--- src/rtl/sync_fifo_bypass_pkg.sv ---
// Shared constants and sizing helpers for the bypass FIFO.
// Used by sync_fifo_bypass (SYNC_FIFO_BYPASS_EN selects the bypass path) and sync_fifo_core.
package sync_fifo_bypass_pkg;

  localparam int DEFAULT_DEPTH = 8;
  localparam int DEFAULT_WIDTH = 8;

  // One extra bit so the counter can hold DEPTH itself.
  function automatic int count_width(input int depth);
    return $clog2(depth) + 1;
  endfunction

endpackage

--- src/rtl/sync_fifo_core.sv ---
// Storage, pointers and occupancy for the bypass FIFO; dout is the current head entry.
module sync_fifo_core
  import sync_fifo_bypass_pkg::*;
#(
  parameter int DEPTH = DEFAULT_DEPTH,
  parameter int WIDTH = DEFAULT_WIDTH
) (
  input  logic             clk,
  input  logic             reset,
  input  logic             push,
  input  logic             pop,
  input  logic [WIDTH-1:0] din,
  output logic [WIDTH-1:0] dout,
  output logic             full,
  output logic             empty
);

  localparam int AW = $clog2(DEPTH);
  localparam int CW = count_width(DEPTH);
  localparam logic [CW-1:0] FULL_COUNT = CW'(DEPTH);

  logic [WIDTH-1:0] mem [DEPTH];
  logic [AW-1:0]    wr_ptr;
  logic [AW-1:0]    rd_ptr;
  logic [CW-1:0]    count;
  logic             do_push;
  logic             do_pop;

  assign empty   = (count == '0);
  assign full    = (count == FULL_COUNT);
  assign do_pop  = pop & ~empty;
  // A pop in the same cycle frees the slot a full FIFO needs for the push.
  assign do_push = push & (~full | do_pop);
  assign dout    = mem[rd_ptr];

  always_ff @(posedge clk) begin
    if (do_push && !reset) mem[wr_ptr] <= din;
  end

  always_ff @(posedge clk) begin
    if (reset) begin
      wr_ptr <= '0;
      rd_ptr <= '0;
      count  <= '0;
    end else begin
      if (do_push) wr_ptr <= wr_ptr + AW'(1);
      if (do_pop)  rd_ptr <= rd_ptr + AW'(1);
      case ({do_push, do_pop})
        2'b10:   count <= count + CW'(1);
        2'b01:   count <= count - CW'(1);
        default: count <= count;
      endcase
    end
  end

endmodule

--- src/rtl/sync_fifo_bypass.sv ---
// FIFO with arbiter handshake and registered output; SYNC_FIFO_BYPASS_EN adds the
// empty-FIFO bypass so a granted write appears one cycle later without being stored.
module sync_fifo_bypass
  import sync_fifo_bypass_pkg::*;
#(
  parameter int DEPTH = DEFAULT_DEPTH,
  parameter int WIDTH = DEFAULT_WIDTH
) (
  input  logic             CLK,
  input  logic             Reset,
  input  logic             i_WrEn,
  input  logic [WIDTH-1:0] i_WrData,
  input  logic             i_Grant,
  output logic             o_Valid,
  output logic [WIDTH-1:0] o_Data,
  output logic             o_Grant
);

  logic             fifo_empty;
  logic             fifo_full;
  logic [WIDTH-1:0] head;
  logic             granted;
  logic             bypass;
  logic             pop;
  logic             push;

`ifdef SYNC_FIFO_BYPASS_EN
  assign o_Grant = i_WrEn | ~fifo_empty;
  // Granted while empty can only come from i_WrEn, so the write goes straight out.
  assign bypass  = granted & fifo_empty;
`else
  assign o_Grant = ~fifo_empty;
  assign bypass  = 1'b0;
`endif

  assign granted = i_Grant & o_Grant;
  assign pop     = granted & ~fifo_empty;
  assign push    = i_WrEn & ~bypass & (~fifo_full | pop);

  sync_fifo_core #(
    .DEPTH (DEPTH),
    .WIDTH (WIDTH)
  ) u_core (
    .clk   (CLK),
    .reset (Reset),
    .push  (push),
    .pop   (pop),
    .din   (i_WrData),
    .dout  (head),
    .full  (fifo_full),
    .empty (fifo_empty)
  );

  always_ff @(posedge CLK) begin
    if (Reset) begin
      o_Valid <= 1'b0;
      o_Data  <= '0;
    end else begin
      o_Valid <= granted;
      if (granted) o_Data <= bypass ? i_WrData : head;
    end
  end

endmodule

--- config.mk ---
export PLATFORM = sky130hd
export DESIGN_NAME = sync_fifo_bypass
export DESIGN_NICKNAME = d
export VERILOG_FILES = /design/src/rtl/sync_fifo_bypass_pkg.sv /design/src/rtl/sync_fifo_core.sv /design/src/rtl/sync_fifo_bypass.sv
export SDC_FILE = /design/constraint.sdc
export NUM_CORES = 1
export LEC_CHECK = 0
export CAP_MARGIN = 30
export CORE_ASPECT_RATIO = 0.9
export CORE_MARGIN = 1
export CORE_UTILIZATION = 35
export CTS_CLUSTER_SIZE = 24
export DETAILED_ROUTE_END_ITERATION = 12
export PLACE_DENSITY = 0.51
export SYNTH_ARGS = -nofsm -noshare
export SYNTH_HDL_FRONTEND = slang
export SYNTH_SLANG_ARGS = --single-unit
export TNS_END_PERCENT = 5
--- constraint.sdc ---
create_clock -name CLK -period 3 [get_ports CLK]
set_clock_uncertainty 0.05 [all_clocks]
set_input_delay 0.3 -clock CLK [delete_from_list [all_inputs] [get_ports CLK]]
set_output_delay 0.3 -clock CLK [all_outputs]
set_load 0.01 [all_outputs]
# == Word level (Yosys, flattened, before mapping) ==
# Memory sizes are Yosys's and may differ from the RTL's. A register that Yosys moved wholly into a read port is not among the register bits.
# Cells that the tools add are included.
# word_totals
wordCells,28
ram_bits,64
mem_count,1
inputBits,12
regBits,11
# mem_list
memory,depth,word_bits,read_ports,rd_ports_with_merged_regs,write_ports,line,source
u_core.mem,8,8,1,1,1,sync_fifo_core.sv:22,logic [WIDTH-1:0] mem [DEPTH];
# classes
n_reduce_logical,4
muxes,3
n_eq_ne,3
add_sub_neg,4
n_bitwise,9
# ops
cell,count
case mux 4 bit (2 select lines),1
"adder 3 x 1 -> 3 bit, second input constant",2
bitwise AND 1 bit,5
"adder 4 x 1 -> 4 bit, second input constant",1
"== test 4 bit, second input constant",1
logical NOT 4 bit,1
"subtractor 4 x 1 -> 4 bit, second input constant",1
"== test 2 x 1 -> 1 bit, second input constant",1
"== test 2 bit, second input constant",1
two-way mux 1 bit,2
inverter 1 bit,2
OR 1 bit,2
nonzero test 2 bit,1
logical AND 1 bit,1
logical NOT 1 bit,1

# == Logic depth before layout (Yosys ltp) ==
# Gate-level depths: netlist (run 1).
# depth
ltp_word,10
ltp_mapped,9
ltp_nobuf,9

# == Cells and area by module ==
# Synthesis (run 1) repeated with hierarchy kept, for this count alone.
# unflattened
cells_unflattened,217
area_unflattened_um2,3648.5
# by_module_without_submodules
module,cells_each,n_inst,seq_area_each_um2,area_per_inst_um2
sync_fifo_core,178,1,2182.1,3215.6
sync_fifo_bypass,39,1,180.2,432.9

# == Worst setup path after synthesis (run 1) ==
# OpenSTA, ideal clock, no wires.
# synth_path
path_kind,register to register
startpoint,register u_core.count[3]
endpoint,register u_core.count[3]
arrival_ps,2459
n_path_buf,1
t_required_ps,2879
setup_slack_ps,421
path_stages_with_launch,9
cell_sequence,dfxtp_1 > o41a_4 > clkbuf_1 > ha_1 > ha_1 > a21oi_1 > a21oi_1 > or4_1 > a21oi_1
# synth_between
elab_chain_cells,9
elab_cells_between_ends,17
# synth_rtl
element,line,source
"start, declared",sync_fifo_core.sv:25,logic [CW-1:0] count;
"start signal, assigned",sync_fifo_core.sv:49,2'b10: count <= count + CW'(1);
"start signal, assigned",sync_fifo_core.sv:50,2'b01: count <= count - CW'(1);
"start signal, assigned",sync_fifo_core.sv:51,default: count <= count;
logical NOT 4 bit *,sync_fifo_core.sv:29,assign empty = (count == '0);
inverter 1 bit *,sync_fifo_bypass.sv:32,assign o_Grant = ~fifo_empty;
bitwise AND 1 bit *,sync_fifo_bypass.sv:36,assign granted = i_Grant & o_Grant;
named net granted,sync_fifo_bypass.sv:22,logic granted;
bitwise AND 1 bit *,sync_fifo_bypass.sv:37,assign pop = granted & ~fifo_empty;
OR 1 bit / bitwise AND 1 bit (equally long branches),"sync_fifo_bypass.sv:38, sync_fifo_core.sv:31",
bitwise AND 1 bit / OR 1 bit (equally long branches),"sync_fifo_bypass.sv:38, sync_fifo_core.sv:33",
bitwise AND 1 bit,sync_fifo_core.sv:33,assign do_push = push & (~full | do_pop);
== test 2 x 1 -> 1 bit / == test 2 bit (equally long branches),sync_fifo_core.sv:48,"case ({do_push, do_pop})"
case mux 4 bit (2 select lines) / nonzero test 2 bit (equally long branches),--,
# The timed path passes the listed nets; every way through them passes the cells marked *.
# A chain may end at the register's enable or synchronous reset.

# == Worst setup path in the final report (run 1) ==
# layout_path
startpoint,register u_core.count[0]
endpoint,register u_core.count[3]
# layout_between
elab_chain_cells,9
elab_cells_between_ends,17
# layout_rtl
element,line
logical NOT 4 bit,sync_fifo_core.sv:29
inverter 1 bit,"sync_fifo_core.sv:31, sync_fifo_bypass.sv:32, sync_fifo_bypass.sv:37"
bitwise AND 1 bit,sync_fifo_bypass.sv:36
bitwise AND 1 bit,sync_fifo_bypass.sv:37
OR 1 bit / bitwise AND 1 bit (equally long branches),"sync_fifo_bypass.sv:38, sync_fifo_core.sv:31"
bitwise AND 1 bit / OR 1 bit (equally long branches),"sync_fifo_bypass.sv:38, sync_fifo_core.sv:33"
bitwise AND 1 bit,sync_fifo_core.sv:33
== test 2 x 1 -> 1 bit / == test 2 bit (equally long branches),sync_fifo_core.sv:48
case mux 4 bit (2 select lines) / nonzero test 2 bit (equally long branches),--
# Several ways; a longest one is shown, not always the timed one.

==> results.json, run 1 <==
{
  "outcome": "completed",
  "final_core_utilization_pct": 43.2,
  "worst_hold_path.num_cells": 2,
  "grt_setup_unrepaired": "false",
  "hold_violations": 0,
  "net_switching_fraction_of_the_power_pct": 29.4,
  "drt_wl_total_mm": 6.05,
  "fp.coreArea_mm2": 0.00925,
  "route.detailed.vias_per_inst": 4.80,
  "synth-xor-area-share_pct": 1.56,
  "syn-cell-area_mm2": 0.00338,
  "final_area_mm2": 0.00400,
  "nFillCells": 870,
  "post_synth_and_or_nand_nor_area_fraction_pct": 8.89,
  "cellInternalPower_w": 0.00226,
  "antenna_cells_inserted": 0,
  "ctsLongestPathBuffers": 2,
  "r2r.worst_path.cells": 8,
  "sequential_cell_area_mm2": 0.00230,
  "postCtsResizedCells": 0,
  "dp_worst_setup_slack_ps": 137,
  "p_comb_share_pct": 27.2,
  "static-leakage-power_nw": 1.31,
  "setup_slack_ps": 329,
  "post-dp-hpwl_mm": 3.79,
  "finalMaxSlewViolations": 0,
  "synthTopCellsByArea": "sky130_fd_sc_hd__edfxtp_1, sky130_fd_sc_hd__dfxtp_1, sky130_fd_sc_hd__mux4_2, sky130_fd_sc_hd__o22ai_2, sky130_fd_sc_hd__nor2_1",
  "regToRegEndpoint": "u_core.count[3]",
  "holdCritPathClass": "flop to flop",
  "die_area_mm2": 0.0100,
  "data_arrival_time_of_the_critical_path_ps": 2900,
  "drtAntennaViolNets": 0,
  "grt_first_pass_wirelength_mm": 9.47,
  "io_pins": 22,
  "hold_end": "o_Data[4]",
  "clock_latency_ps": 350,
  "timing.setup.tns_ps": 0,
  "netlist-cell-type-count": 37,
  "dpl-instance-area_mm2": 0.00377,
  "clock_tree_sinks": 83,
  "die_width_um": 106,
  "post-cts-setup-buffers": 0,
  "critPathMostFrequentCell": "sky130_fd_sc_hd__a21oi_1",
  "grt_pass1_vias": 1687,
  "slack_of_the_worst_reg_to_reg_path_ps": 330,
  "ctsHoldBuffers": 0,
  "netlist_instances": 194,
  "clock_tree.root_cell": "sky130_fd_sc_hd__clkbuf_8",
  "fin_crit_sh_pct": 89.0,
  "timing.critical_path.fanout_max": 8,
  "timing.setup.critical_path_class": "flop to flop",
  "initial_utilization_pct": 36.5,
  "ctsHtreeMaxLevel": 3,
  "yosys_top_cell_area_share_pct": 56.9,
  "cp.required_ps": 3230,
  "worst-slew-pin-transition_ps": 864,
  "firstDrtPassIters": 4,
  "crit_family": "simple AND/OR/NAND/NOR gates",
  "number_of_buffers_created_by_cts": 9,
  "final_layout_size_suffix_gt1_share_pct": 28.8,
  "worstPathCellList": "or3_4 -> o21ai_4 -> ha_1 -> ha_1 -> a21oi_1 -> a21oi_1 -> or4_1 -> a21oi_1",
  "port-buffer-count": 21,
  "fin_crit_ps": 2670,
  "clk_pin_slew_worst_paths_ps": 90,
  "initial_detailed_routing_violation_count": 68,
  "post_layout_nonfiller_instances": 355,
  "critical_path.reg2reg.startpoint": "u_core.count[0]",
  "synth_top_cell_by_area": "sky130_fd_sc_hd__edfxtp_1",
  "routed-via-count": 1703,
  "critical_path_depth": 8,
  "maximum_number_of_pins_on_one_net_before_global_route_repair": 23,
  "synth_compound_area_share_pct": 5.26,
  "worst_path_buffer_plus_inverter_count": 0,
  "combinational_family_with_the_most_area_after_synthesis": "multiplexers",
  "placed_cells_incl_taps": 339,
  "max_slew_margin_pct": 42.3,
  "design.final.nets": 246,
  "cts_tree": "yes",
  "mappedNetlistNets": 212,
  "grt_util_all_layers_pct": 13.6,
  "critical_path.max_stage_delay_ps": 460,
  "max-cap-violations": 0,
  "syn2layout_area_growth_pct": 18.3,
  "worst_setup_path_start_kind": "flop",
  "synthAdderAreaFrac_pct": 2.44,
  "row_count": 33,
  "cp-end-kind": "flop",
  "switching_power_w": 0.000942,
  "multi_input_comb_area_mm2": 0.00101,
  "avg_cell_area_syn_um2": 17.4,
  "grt_remaining_overflow": 0,
  "muxShareOfSynthArea_pct": 11.3,
  "synth_sequential_area_ratio_pct": 68.1,
  "clock_power_share_pct": 28.6,
  "yosysWarnings": 0,
  "drc": 0,
  "ys_seq_elements": 83,
  "grt_antenna_before_repair": 0,
  "highest_clock_frequency_the_design_can_meet_ghz": 0.374,
  "dieHeight_um": 95.2,
  "finalSetupViolCount": 0,
  "pwr_density_cell_mw_per_mm2": 801,
  "vdd_drop_max_uv": 310,
  "min_from": "o_Data[4]",
  "gp_congestion": 0.719,
  "timing.critical_path.slowest_stage_cell": "sky130_fd_sc_hd__or4_1",
  "post_drt_wl_per_cell_um": 17.1,
  "power_share_of_the_sequential_group_pct": 44.2
}
synth_stat cells:
| library cell | instances |
|---|---|
| sky130_fd_sc_hd__mux4_2 | 16 |
| sky130_fd_sc_hd__or2_1 | 1 |
| sky130_fd_sc_hd__o22ai_2 | 8 |
| sky130_fd_sc_hd__buf_2 | 1 |
| sky130_fd_sc_hd__or2b_1 | 1 |
| sky130_fd_sc_hd__nand2_1 | 3 |
| sky130_fd_sc_hd__nand3_1 | 1 |
| sky130_fd_sc_hd__dfxtp_1 | 19 |
| sky130_fd_sc_hd__nand3b_1 | 1 |
| sky130_fd_sc_hd__nor2b_1 | 1 |
| sky130_fd_sc_hd__nand2b_4 | 1 |
| sky130_fd_sc_hd__clkbuf_1 | 4 |
| sky130_fd_sc_hd__mux2i_1 | 2 |
| sky130_fd_sc_hd__edfxtp_1 | 64 |
| sky130_fd_sc_hd__a21oi_1 | 5 |
| sky130_fd_sc_hd__fa_1 | 1 |
| sky130_fd_sc_hd__or2_2 | 1 |
| sky130_fd_sc_hd__o41a_4 | 1 |
| sky130_fd_sc_hd__nor3_2 | 8 |
| sky130_fd_sc_hd__or3_4 | 1 |
| sky130_fd_sc_hd__buf_12 | 1 |
| sky130_fd_sc_hd__nor3_1 | 3 |
| sky130_fd_sc_hd__nor4_1 | 1 |
| sky130_fd_sc_hd__clkbuf_2 | 1 |
| sky130_fd_sc_hd__ha_1 | 5 |
| sky130_fd_sc_hd__o31ai_1 | 1 |
| sky130_fd_sc_hd__xnor2_1 | 2 |
| sky130_fd_sc_hd__nor4b_1 | 1 |
| sky130_fd_sc_hd__o211ai_1 | 1 |
| sky130_fd_sc_hd__or4_1 | 1 |
| sky130_fd_sc_hd__o21ai_4 | 1 |
| sky130_fd_sc_hd__buf_6 | 2 |
| sky130_fd_sc_hd__nor2_1 | 24 |
| sky130_fd_sc_hd__xor2_1 | 4 |
| sky130_fd_sc_hd__and3_1 | 1 |
| sky130_fd_sc_hd__nand2_4 | 1 |
| sky130_fd_sc_hd__inv_1 | 4 |
layout by cell type, fill, tap and decap left out, drive strengths merged, types with 2 or more instances in the layout:
master	synthesis	final
nand2	4	4
a21oi	5	5
mux4	16	16
edfxtp	64	64
or2	2	2
buf	4	11
inv	4	8
clkdlybuf4s50	0	21
bufinv	0	2
ha	5	5
nor2	24	24
dfxtp	19	19
xnor2	2	2
nor3	11	11
xor2	4	4
clkbuf	5	9
mux2i	2	2
o22ai	8	8
layer usage:
layer | routed length, um | track usage, % | vias to the layer above
met5 | 0 | 0 | -
met4 | 46 | 3.82 | 0
met3 | 226 | 4.78 | 4
met2 | 2850 | 21.3 | 31
met1 | 2940 | 17.9 | 847
li1 | - | - | 821
flip-flops by register name (all words and copies together), names as in the netlist:
signal         count
u_core.count       4
u_core.wr_ptr      3
o_Valid            1
u_core.rd_ptr      3
u_core.mem        64
o_Data             8
worst reg2reg max path, delay by kind of cell, from the launching register on:
family / cells / cell delay (ps)
compound gates: 4 / 760
fa+ha+maj: 2 / 540
flops: 1 / 370
simple gates: 2 / 890
per-stage QoR:
| step | hold WS, ps | power (W) |
|---|---|---|
| 6_report | 454 | 0.00320 |
| 2_1_floorplan | 349 | 0.00209 |
| 3_3_place_gp | 430 | 0.00232 |
| 5_1_grt | 479 | 0.00339 |
| 3_5_place_dp | 440 | 0.00233 |
| 4_1_cts | 461 | 0.00325 |
power groups by stage:
stage	Clock [W]	Sequential [W]	Combinational (W)
3_5_place_dp	0	0.00145	0.000885
5_1_grt	0.00100	0.00143	0.000949
4_1_cts	0.000946	0.00142	0.000888
2_1_floorplan	0	0.00144	0.000645
3_3_place_gp	0	0.00144	0.000873
6_report	0.000915	0.00142	0.000869
how the worst max path moves through the flow:
stage | from | end | slack (ps)
floorplan | u_core.count[3] | u_core.count[3] | 420
global placement | i_Grant | u_core.count[3] | 230
detailed placement | i_Grant | u_core.count[3] | 140
CTS | u_core.count[0] | u_core.count[3] | 340
global route | u_core.count[0] | u_core.count[3] | 140
finish | u_core.count[0] | u_core.count[3] | 330
cell type report:
class	instances	area share, %
flip-flops and latches	83	57.6
multi-input cells	98	25.2
repair buffers	32	7.32
well taps	122	3.82
clock buffers	9	3.10
clock inverters	7	2.63
inverters	4	0.376
logic make-up after synthesis:
kind of cell	count (synthesis)
adders and majority gates	6
AOI/OAI and AO/OA	17
DFF	83
buffers and inverters	13
muxes	18
xor gates and xnor gates	6
and+or+nand+nor	51
No activity file was read; power rests on OpenSTA's default activity.
==> run 2: changes to the inputs <==
--- a/config.mk
+++ b/config.mk
@@ -8,10 +8,10 @@
 export CAP_MARGIN = 30
 export CORE_ASPECT_RATIO = 0.9
 export CORE_MARGIN = 1
-export CORE_UTILIZATION = 35
+export CORE_UTILIZATION = 45
 export CTS_CLUSTER_SIZE = 24
 export DETAILED_ROUTE_END_ITERATION = 12
-export PLACE_DENSITY = 0.51
+export PLACE_DENSITY = 0.62
 export SYNTH_ARGS = -nofsm -noshare
 export SYNTH_HDL_FRONTEND = slang
 export SYNTH_SLANG_ARGS = --single-unit
==> results.json, run 2 (synthesized netlist as in run 1, its figures left out) <==
{
  "highest_clock_frequency_the_design_can_meet_ghz": 0.369,
  "vdd_drop_max_uv": 376,
  "gp_congestion": 0.827,
  "fin_crit_sh_pct": 90.3,
  "max-cap-violations": 0,
  "io_pins": 22,
  "grt_most_used_layer": "met2",
  "routed-via-count": 1779,
  "nFillCells": 579,
  "clock_tree_sinks": 83,
  "postCtsResizedCells": 0,
  "grt_util_all_layers_pct": 18.3,
  "ctsLongestPathBuffers": 2,
  "worstPathCellList": "or3_4 -> o21ai_4 -> ha_1 -> ha_1 -> a21oi_1 -> a21oi_1 -> or4_1 -> a21oi_1",
  "post_layout_nonfiller_instances": 326,
  "grt_antenna_before_repair": 0,
  "design.final.nets": 246,
  "layout_common_cells": "sky130_fd_sc_hd__edfxtp_1, sky130_fd_sc_hd__nor2_1, sky130_fd_sc_hd__clkdlybuf4s50_1, sky130_fd_sc_hd__dfxtp_1, sky130_fd_sc_hd__mux4_2",
  "grt_pass1_vias": 1894,
  "slack_of_the_worst_reg_to_reg_path_ps": 290,
  "ctsHtreeMaxLevel": 3,
  "antenna_cells_inserted": 0,
  "post-dp-hpwl_mm": 4.02,
  "ctsHoldBuffers": 0,
  "maximum_number_of_pins_on_one_net_before_global_route_repair": 20,
  "fp.coreArea_mm2": 0.00715,
  "timing.setup.tns_ps": 0,
  "syn2layout_area_growth_pct": 15.8,
  "hold_violations": 0,
  "worst_path_buffer_plus_inverter_count": 0,
  "clock_tree.root_cell": "sky130_fd_sc_hd__clkbuf_8",
  "largest_reg_flops": 64,
  "timing.setup.critical_path_class": "flop to flop",
  "cp.required_ps": 3240,
  "layout.cells.most_common": "sky130_fd_sc_hd__edfxtp_1",
  "static-leakage-power_nw": 1.28,
  "post-cts-setup-buffers": 0,
  "placed_cells_incl_taps": 310,
  "max_flop_register": "u_core.mem",
  "final_layout_size_suffix_gt1_share_pct": 27.0,
  "critical_path.max_stage_delay_ps": 470,
  "finalSetupViolCount": 0,
  "worst-slew-pin-transition_ps": 952,
  "gr-usage-met3_pct": 6.43,
  "fin_crit_ps": 2710,
  "firstDrtPassIters": 4,
  "multi_input_comb_area_um2": 1000,
  "timing.critical_path.slowest_stage_cell": "sky130_fd_sc_hd__or4_1",
  "fin_worst_hold_slack_ps": 453,
  "drc": 0,
  "row_count": 29,
  "sequential_cell_area_mm2": 0.00230,
  "number_of_buffers_created_by_cts": 9,
  "grt_first_pass_wirelength_mm": 10.1,
  "crit_family": "simple AND/OR/NAND/NOR gates",
  "critPathMostFrequentCell": "sky130_fd_sc_hd__a21oi_1",
  "die_width_um": 93.3,
  "port-buffer-count": 21,
  "pwr_density_cell_mw_per_mm2": 779,
  "global_route_met1_usage_pct": 21.7,
  "initial_detailed_routing_violation_count": 81,
  "grt_util_met2_pct": 30.9,
  "reg.largest.list": "u_core.mem x64, o_Data x8, u_core.count x4",
  "grt_setup_unrepaired": "false",
  "drtAntennaViolNets": 0,
  "worst_setup_path_start_kind": "flop",
  "post-layout-total-power_w": 0.00305,
  "cp-end-kind": "flop",
  "dieHeight_um": 84.2,
  "cts_tree": "yes",
  "timing.critical_path.fanout_max": 8,
  "initial_utilization_pct": 47.3,
  "drt_wl_total_mm": 6.28,
  "finalMaxSlewViolations": 0,
  "clk_pin_slew_worst_paths_ps": 90,
  "clock_latency_ps": 350,
  "die_area_mm2": 0.00786,
  "outcome": "completed",
  "max_slew_margin_pct": 36.5,
  "holdCritPathClass": "flop to flop",
  "post_drt_wl_per_cell_um": 19.2,
  "route.detailed.vias_per_inst": 5.46,
  "grt_remaining_overflow": 0,
  "data_arrival_time_of_the_critical_path_ps": 2950
}
-- run 2: per-layer routing --
layer	wire (um)	share of wire, %
met5	0	0
met4	78	1.2
met3	289	4.6
met2	3250	52
met1	2660	42
-- run 2: final timing paths --
kind,cells after the start,end,start
min,2,o_Data[1],o_Data[1]
min reg2reg,2,o_Data[1],o_Data[1]
max,8,u_core.count[3],u_core.count[0]
max reg2reg,8,u_core.count[3],u_core.count[0]
-- run 2: worst register-to-register path, cell delays in order (launching register included) --
cell and delay, ps:
sky130_fd_sc_hd__dfxtp_1 370, sky130_fd_sc_hd__or3_4 430, sky130_fd_sc_hd__o21ai_4 290, sky130_fd_sc_hd__ha_1 260, sky130_fd_sc_hd__ha_1 280, sky130_fd_sc_hd__a21oi_1 210, sky130_fd_sc_hd__a21oi_1 120, sky130_fd_sc_hd__or4_1 470
sky130_fd_sc_hd__a21oi_1 150
-- run 2: layout make-up --
class / instances / area share, %
Sequential cell: 83 / 58.9
Tap cell: 93 / 2.98
Clock buffer: 11 / 3.36
Clock inverter: 5 / 1.38
Inverter: 4 / 0.384
Timing Repair Buffer: 32 / 7.49
Multi-Input combinational cell: 98 / 25.6
-- run 2: through the flow --
step           cell area (um2)  util, %  setup slack [ps]
2_1_floorplan             3380        -               421
5_1_grt                   3910     54.7               162
6_report                  3910     54.7               292
3_5_place_dp              3730     52.1               115
3_3_place_gp              3730     52.1               265
4_1_cts                   3910     54.7               329
-- run 2: where the power goes --
group,internal (W),switching [W]
Clock,0.000381,0.000374
Sequential,0.00134,0.0000868
Combinational,0.000440,0.000430
Total,0.00216,0.000891
==> run 3: changes to the inputs <==
--- a/config.mk
+++ b/config.mk
@@ -11,7 +11,7 @@
 export CORE_UTILIZATION = 45
 export CTS_CLUSTER_SIZE = 24
 export DETAILED_ROUTE_END_ITERATION = 12
-export PLACE_DENSITY = 0.62
+export PLACE_DENSITY_LB_ADDON = 0.08
 export SYNTH_ARGS = -nofsm -noshare
 export SYNTH_HDL_FRONTEND = slang
 export SYNTH_SLANG_ARGS = --single-unit
==> constraint.sdc (replaced) <==
create_clock -name CLK -period 3 [get_ports CLK]
set_clock_uncertainty 0.05 [all_clocks]
set_input_delay 0.75 -clock CLK [delete_from_list [all_inputs] [get_ports CLK]]
set_output_delay 0.75 -clock CLK [all_outputs]
set_load 0.01 [all_outputs]
==> results.json, run 3 (synthesized netlist as in run 1, its figures left out) <==
{
  "outcome": "completed",
  "grt_antenna_before_repair": 0,
  "initial_detailed_routing_violation_count": 97,
  "gp_congestion": 0.800,
  "grt_remaining_overflow": 0,
  "hold_violations": 0,
  "ctsHoldBuffers": 0,
  "timing.setup.critical_path_class": "primary input to flop",
  "reg.largest.list": "u_core.mem x64, o_Data x8, u_core.count x4",
  "finalSetupViolCount": 0,
  "nFillCells": 577,
  "grt_util_all_layers_pct": 18.1,
  "post-dp-hpwl_mm": 4.07,
  "routed-via-count": 1800,
  "post_layout_nonfiller_instances": 332,
  "max-cap-violations": 0,
  "highest_clock_frequency_the_design_can_meet_ghz": 0.367,
  "maximum_number_of_pins_on_one_net_before_global_route_repair": 19,
  "placed_cells_incl_taps": 316,
  "fp.coreArea_mm2": 0.00715,
  "fin_crit_ps": 2720,
  "syn2layout_area_growth_pct": 17.2,
  "post-cts-setup-buffers": 0,
  "timing.critical_path.fanout_max": 3,
  "sequential_cell_area_mm2": 0.00230,
  "cts_tree": "yes",
  "drtAntennaViolNets": 0,
  "ctsHtreeMaxLevel": 3,
  "dieHeight_um": 84.2,
  "largest_reg_flops": 64,
  "finalMaxSlewViolations": 0,
  "post_drt_wl_per_cell_um": 18.5,
  "multi_input_comb_area_um2": 993,
  "number_of_buffers_created_by_cts": 9,
  "die_area_mm2": 0.00786,
  "io_pins": 22,
  "route.detailed.vias_per_inst": 5.42,
  "fin_crit_sh_pct": 90.8,
  "ctsLongestPathBuffers": 2,
  "final_core_utilization_pct": 55.4,
  "layout_common_cells": "sky130_fd_sc_hd__edfxtp_1, sky130_fd_sc_hd__nor2_1, sky130_fd_sc_hd__clkdlybuf4s50_1, sky130_fd_sc_hd__dfxtp_1, sky130_fd_sc_hd__buf_4",
  "worst_hold_path.num_cells": 2,
  "vdd_drop_max_uv": 314,
  "firstDrtPassIters": 4,
  "layout.cells.most_common": "sky130_fd_sc_hd__edfxtp_1",
  "grt_setup_unrepaired": "false",
  "fin_worst_hold_slack_ps": 451,
  "drt_wl_total_mm": 6.13,
  "grt_first_pass_wirelength_mm": 9.94,
  "grt_pass1_vias": 1893,
  "worst-slew-pin-transition_ps": 940,
  "max_flop_register": "u_core.mem",
  "initial_utilization_pct": 47.3,
  "drc": 0,
  "pwr_density_cell_mw_per_mm2": 776,
  "r2r.worst_path.cells": 8,
  "clock_tree.root_cell": "sky130_fd_sc_hd__clkbuf_8",
  "die_width_um": 93.3,
  "clock_tree_sinks": 83,
  "worst_setup_path_start_kind": "primary input",
  "clock_latency_ps": 350,
  "final_layout_size_suffix_gt1_share_pct": 29.3,
  "row_count": 29,
  "port-buffer-count": 21,
  "cp.required_ps": 3240,
  "postCtsResizedCells": 0,
  "data_arrival_time_of_the_critical_path_ps": 2960,
  "holdCritPathClass": "flop to flop",
  "static-leakage-power_nw": 1.31,
  "max_slew_margin_pct": 37.3,
  "antenna_cells_inserted": 0,
  "post-layout-total-power_w": 0.00307,
  "clk_pin_slew_worst_paths_ps": 80,
  "design.final.nets": 252,
  "cp-end-kind": "flop"
}
[run 3: final cells by class]
type / instances / share of cell area [%]
tap: 93 / 2.94
multi-input combinational: 98 / 25.1
clock buffer: 10 / 3.22
sequential: 83 / 58.2
clock inverter: 6 / 1.68
inverter: 4 / 0.379
timing repair buffer: 38 / 8.53
[run 3: layer usage]
layer / vias up / wire length (um) / global-route usage [%]
met2: 36 / 3130 / 29.1
met4: 0 / 156 / 8.11
met1: 920 / 2560 / 22.2
met5: - / 0 / 0
met3: 14 / 281 / 5.98
li1: 830 / - / -
[run 3: through the flow]
| step | setup WS, ps | area, um2 | setup TNS [ps] |
|---|---|---|---|
| 2_1_floorplan | 330 | 3380 | 0 |
| 5_1_grt | 174 | 3960 | 0 |
| 6_report | 276 | 3960 | 0 |
| 4_1_cts | 256 | 3960 | 0 |
| 3_5_place_dp | -77.5 | 3760 | -77.5 |
| 3_3_place_gp | 11.6 | 3760 | 0 |
[run 3: worst max-delay path: stages]
cell and delay (ps):
sky130_fd_sc_hd__clkdlybuf4s50_1 430, sky130_fd_sc_hd__or2b_1 280, sky130_fd_sc_hd__o21ai_4 140, sky130_fd_sc_hd__ha_1 190, sky130_fd_sc_hd__ha_1 270, sky130_fd_sc_hd__a21oi_1 200
sky130_fd_sc_hd__a21oi_1 110, sky130_fd_sc_hd__or4_1 460, sky130_fd_sc_hd__a21oi_1 140
[run 3: report_power, final]
| group | total, W | internal [W] | switching (W) | leakage, nW |
|---|---|---|---|---|
| registers | 0.00142 | 0.00134 | 0.0000827 | 0.734 |
| clock network | 0.000773 | 0.000384 | 0.000389 | 0.0885 |
| logic | 0.000879 | 0.000447 | 0.000432 | 0.488 |
[run 3: path summary, 6_finish.rpt]
| path | endpoint | start | slack, ps |
|---|---|---|---|
| setup / recovery | u_core.count[3] | i_Grant | 280 |
| hold / removal | o_Data[5] | o_Data[5] | 450 |
| hold reg to reg | o_Data[5] | o_Data[5] | 450 |
| setup reg to reg | u_core.count[3] | u_core.count[0] | 550 |
==> RTL change 1, RTL diff (flow settings as in run 3) <==
One comparison of `count` changes from == to >=.
--- a/src/rtl/sync_fifo_core.sv
+++ b/src/rtl/sync_fifo_core.sv
@@ -29,3 +29,3 @@
   assign empty   = (count == '0);
-  assign full    = (count == FULL_COUNT);
+  assign full    = (count >= FULL_COUNT);
   assign do_pop  = pop & ~empty;
Formal check against the unedited RTL: no difference found for any inputs over 10 cycles, from zero or initial values and one cycle with Reset high; that may be too few to reach the edited logic, so the function may still have changed.
==> RTL change 1 against run 3 <==
- routed wire length shrank 1.6%
- sequential cell count is the same
- total power shrank 4.1%
- combinational power shrank 14%
- setup slack gained 0.094 ns
- global-route usage shrank 0.17 points
- via count shrank 3.0%
- design area shrank 1.3%
- area after synthesis shrank 0.70%
- largest cell class unchanged
- die area shrank 0.69%
- critical path type unchanged
==> RTL change 1: results (changes against run 3) <==
Synth
  – Post-Synth XOR/XNOR Area: 1.57% (+0.011 points)
  – YS warnings: 0 (unchanged)
  – Adder-cell share of the synthesized area: 2.46% (+0.017 points)
  – Syn avg cell area: 17.5 sq um (+0.33%)
  – Sequential share of the synthesized area: 68.6% (+0.48 points)
  – Cell variety after synth: 33 (-11%)
  – Synth top area cells: edfxtp_1 (57%), dfxtp_1 (11%), mux4_2 (11%), o22ai_2 (3.0%), nor2_1 (2.7%)
  – Post-synthesis mux area share: 11.3% (+0.080 points)
  – Compound-Gate Fraction of Synth Area: 5.30% (+0.037 points)
  – Syn Nets: 210 (-0.94%)

Cells and area
  – Logic inverters: 4 (unchanged)
  – CLK BUF: 9 (-1)
  – Layout net count: 246 (-2.4%)
  – Signal buf overhead: 7.88% (-0.65 points)
  – Layout cells sized above 1: 28.0% (-1.3 points)
  – Multi-input gate area: 976 sq um (-1.8%)
  – Fraction of area in registers: 58.9% (+0.78 points)
  – Non-clk bufs: 34 (-11%)
  – #MultiIn Comb: 96 (-2.0%)
  – Util after Layout: 54.6% (-0.74 points)
  – Filler instances: 572 (-0.87%)
  – Final-layout clock-cell area share: 4.84% (-0.062 points)

Critical path
  – Crit path capture type: flip-flop
  – CP arrival: 2.86 ns (-0.10 ns)
  – CP peak stage delay: 0.55 ns (+0.09 ns)
  – Crit path max-delay family: compound AO/OA/AOI/OAI gates
  – Worst R2R Start: u_core.count[3]
  – R2r worst-path depth: 7 (-1)
  – Worst-path fanout max: 4 (+1)
  – Critical-path top delay cell: clkdlybuf4s50_1

Timing
  – Least-Margin Pin Slew: 0.933 ns (-0.00668 ns)
  – Fmax: 380 MHz (+3.6%)

CTS
  – PostCTS Resize Cnt: 0 (unchanged)
  – H-tree levels: 3 (unchanged)

Pwr
  – Sw Pwr: 0.838 mW (-7.3%)
  – Share of power burned in registers: 48.2% (+2.0 points)
  – Static leakage: 1.29 nW (-1.4%)
  – Pwr Total: 2.94 mW (-4.1%)
  – Worst vdd ir: 0.267 mV (-15%)
  – Clock net power: 0.766 mW (-0.9%)

Status
  – Status: completed

Placed design
  – Dpl ws: 0.00687 ns (+0.0844 ns)
  – Post-Place Cell Area: 3720 sq um (-1.3%)
  – Placed Instances: 310 (-1.9%)
  – Final HPWL DP: 3930 um (-3.4%)
  – RePlAce Congestion: 0.710 (-11%)
  – IO Port Bufs: 21 (unchanged)

Detailed routing
  – Post-DR vias/cell: 5.37 (-0.91%)
  – Drt pass-1 iters: 4 (unchanged)
  – Initial DRC Count: 70 (-28%)
  – Final wirelength: 6030 um (-1.6%)
  – DR vias: 1,746 (-3.0%)

Global route
  – Global-route wire length before repair: 9920 um (-0.20%)
  – Gr usage total: 17.9% (-0.17 points)
  – Vias in the first global route: 1,827 (-3.5%)
==> RTL change 1: logic make-up (layout without fill, tap and decap cells) <==
family,Yosys count,count (layout)
AO/OA/AOI/OAI,18,18
XOR/XNOR,6,6
adder cells (fa/ha/maj),6,6
buffers and inverters,13,53
flip-flops,83,83
multiplexers,18,18
AND/OR/NAND/NOR,48,48
==> RTL change 1: per-layer routing <==
layer | vias up | GRT usage, % | share of wire [%]
li1 | 817 | - | -
met1 | 881 | 23.1 | 43
met2 | 40 | 28.5 | 51
met3 | 8 | 5.19 | 4.6
met4 | 0 | 7.13 | 1.3
met5 | - | 0 | 0
==> RTL change 1: how the worst min path moves through the flow <==
stage	slack [ns]	from	cells past startpoint	end
floorplan	0.43	u_core.count[3]	2	u_core.count[3]
detailed placement	0.45	o_Data[1]	2	o_Data[1]
global placement	0.43	o_Data[6]	2	o_Data[6]
finish	0.46	o_Data[1]	2	o_Data[1]
CTS	0.46	o_Data[1]	2	o_Data[1]
global route	0.48	o_Data[1]	2	o_Data[1]
==> RTL change 2, RTL diff (flow settings as in run 3) <==
Made on the original files. The option `SYNC_FIFO_BYPASS_EN` is turned on by a define.
--- a/src/rtl/sync_fifo_bypass.sv
+++ b/src/rtl/sync_fifo_bypass.sv
@@ -2,2 +2,4 @@
 // empty-FIFO bypass so a granted write appears one cycle later without being stored.
+`define SYNC_FIFO_BYPASS_EN
+
 module sync_fifo_bypass
Check against the original RTL: not equivalent (Yosys sat finds a counterexample within 4 cycles, from zero or initial values and one cycle with Reset high).
==> RTL change 2 against run 3 <==
- routed wire length rose by 13%
- via count rose by 11%
- combinational power rose by 8.0%
- critical path depth did not move
- design area rose by 5.1%
- sequential cell count rose by 3
- area after synthesis rose by 4.0%
- total power rose by 6.2%
- register-to-register slack got worse by 0.10 ns
- setup slack got worse by 0.056 ns
- first-iteration DRC count rose by 3.1%
==> RTL change 2: results (changes against run 3) <==
Detailed routing
  – Initial DRC Count: 100 (+3.1%)
  – Top routing layer used: met4
  – Drt pass-1 iters: 4 (unchanged)
  – Met1 Routed Length: 3280 um (+28%)
  – Met3 wire len: 181 um (-36%)
  – Post-DR vias/cell: 5.55 (+2.3%)
  – WL per Instance: 19.1 um (+3.5%)
  – Met2 WL: 3360 um (+7.4%)

CTS
  – PostCTS Resize Cnt: 0 (unchanged)
  – CTS buffer count: 9 (unchanged)
  – Root Driver: clkbuf_8
  – H-tree levels: 3 (unchanged)
  – Hold_buf cts: 0 (unchanged)
  – CTS clk-pin slew, worst paths: 0.09 ns
  – Clk Latency, worst-skew pair: 0.35 ns (about the same)
  – Setup repair bufs after CTS: 0 (unchanged)
  – CTS max path bufs: 2 (unchanged)

Synth
  – YS warnings: 0 (unchanged)
  – Fraction of registers with async set/reset: 0% (unchanged)
  – Ys flop type: edfxtp_1
  – Cell variety after synth: 40 (+8.1%)
  – Syn Nets: 233 (+9.9%)
  – Synth top area cells: edfxtp_1 (55%), dfxtp_1 (13%), mux4_1 (11%), ha_1 (1.8%), o221ai_1 (1.7%)
  – Synth cell count leaders: edfxtp_1 (64), dfxtp_1 (22), mux4_1 (15), nand2_1 (14), nor2_1 (14)
  – Sequential share of the synthesized area: 67.3% (-0.89 points)
  – Post-synth EDFFs: 64 (unchanged)

Cells and area
  – # diodes: 0 (unchanged)
  – Layout net count: 278 (+10%)
  – Layout cells sized above 1: 17.4% (-12 points)
  – Largest regs: u_core.mem (64), o_Data (8), u_core.count (4)

Worst hold path
  – Worst hold path type: reg -> reg

Global route
  – Initial antenna violation count: 0 (unchanged)
  – Gr usage total: 19.1% (+0.98 points)
  – Vias in the first global route: 2,072 (+9.5%)
  – Largest net degree at the start of global routing: 19 (unchanged)
  – Global-route wire length before repair: 11,000 um (+11%)

Timing
  – Max_slew headroom: 51.1% (+14 points)

Pwr
  – Static leakage: 1.44 nW (+10%)
  – Worst vdd ir: 0.340 mV (+8.3%)
  – Sw Pwr: 1.05 mW (+16%)

Critical path
  – CP arrival: 3.02 ns (+0.06 ns)
  – Worst-path fanout max: 3 (unchanged)

Placed design
  – IO Port Bufs: 21 (unchanged)
  – RePlAce Congestion: 0.765 (-4.4%)
  – Final HPWL DP: 4830 um (+19%)

Status
  – Status: completed
==> RTL change 2: changes by cell type in the layout (fill, tap and decap cells not counted), sizes merged, moves of 7 or more <==
cell / delta
inv: +13
nand2: +10
nor2: -10
nor3: -8
o22ai: -8
a22oi: +7
o221ai: +7
==> RTL change 2: routing by layer <==
metal  vias up  GRT usage (%)
met4         0           5.92
met5         -              0
met3         7           4.79
met2        32           30.5
li1        942              -
met1      1021           25.7
==> RTL change 2: kinds of logic after synthesis <==
| logic type | synth area share [%] |
|---|---|
| xor gates and xnor gates | 1.75 |
| buffers and inverters | 2.74 |
| DFF | 67.3 |
| and+or+nand+nor | 7.20 |
| adders and majority gates | 2.35 |
| muxes | 12.5 |
| AOI/OAI and AO/OA | 6.23 |
==> RTL change 2: power by group through the flow <==
stage | Sequential (mW) | Clock, mW | Combinational [mW]
CTS | 1.54 | 0.802 | 0.953
floorplan | 1.53 | 0 | 0.599
global route | 1.55 | 0.850 | 1.03
global placement | 1.55 | 0 | 0.915
finish | 1.53 | 0.777 | 0.949
detailed placement | 1.56 | 0 | 0.946
==> RTL change 2: area by class of cell <==
type,count,area (sq um)
Timing Repair Buffer,43,375
Tap cell,96,120
Multi-Input combinational cell,108,1060
Sequential cell,86,2360
Inverter,12,45.0
Clock buffer,9,124
Fill cell,596,3380
Clock inverter,7,73.8
==> RTL change 2: final timing paths <==
path                        start              end  slack (ns)  cells past startpoint
setup / recovery          i_Grant  u_core.count[3]        0.22                      9
hold / removal          o_Data[6]        o_Data[6]        0.44                      2
setup reg to reg  u_core.count[0]  u_core.count[3]        0.45                      8
hold reg to reg         o_Data[6]        o_Data[6]        0.44                      2
==> RTL change 2: through the flow <==
stage | area, sq um | instances | worst slack, ns
after global placement | 3960 | 345 | -0.0443
after global routing | 4160 | 361 | 0.112
after floorplan | 3510 | 215 | 0.350
final | 4160 | 361 | 0.220
after CTS | 4160 | 361 | 0.223
after detailed placement | 3960 | 345 | -0.128
==> RTL change 2: critical path, stage by stage <==
cell and delay (ns):
clkdlybuf4s50_1 0.43, xnor2_1 0.29, o21ai_4 0.09, ha_1 0.22, ha_1 0.32, a21oi_1 0.20, a21oi_1 0.11, or4_1 0.47
a21oi_1 0.15
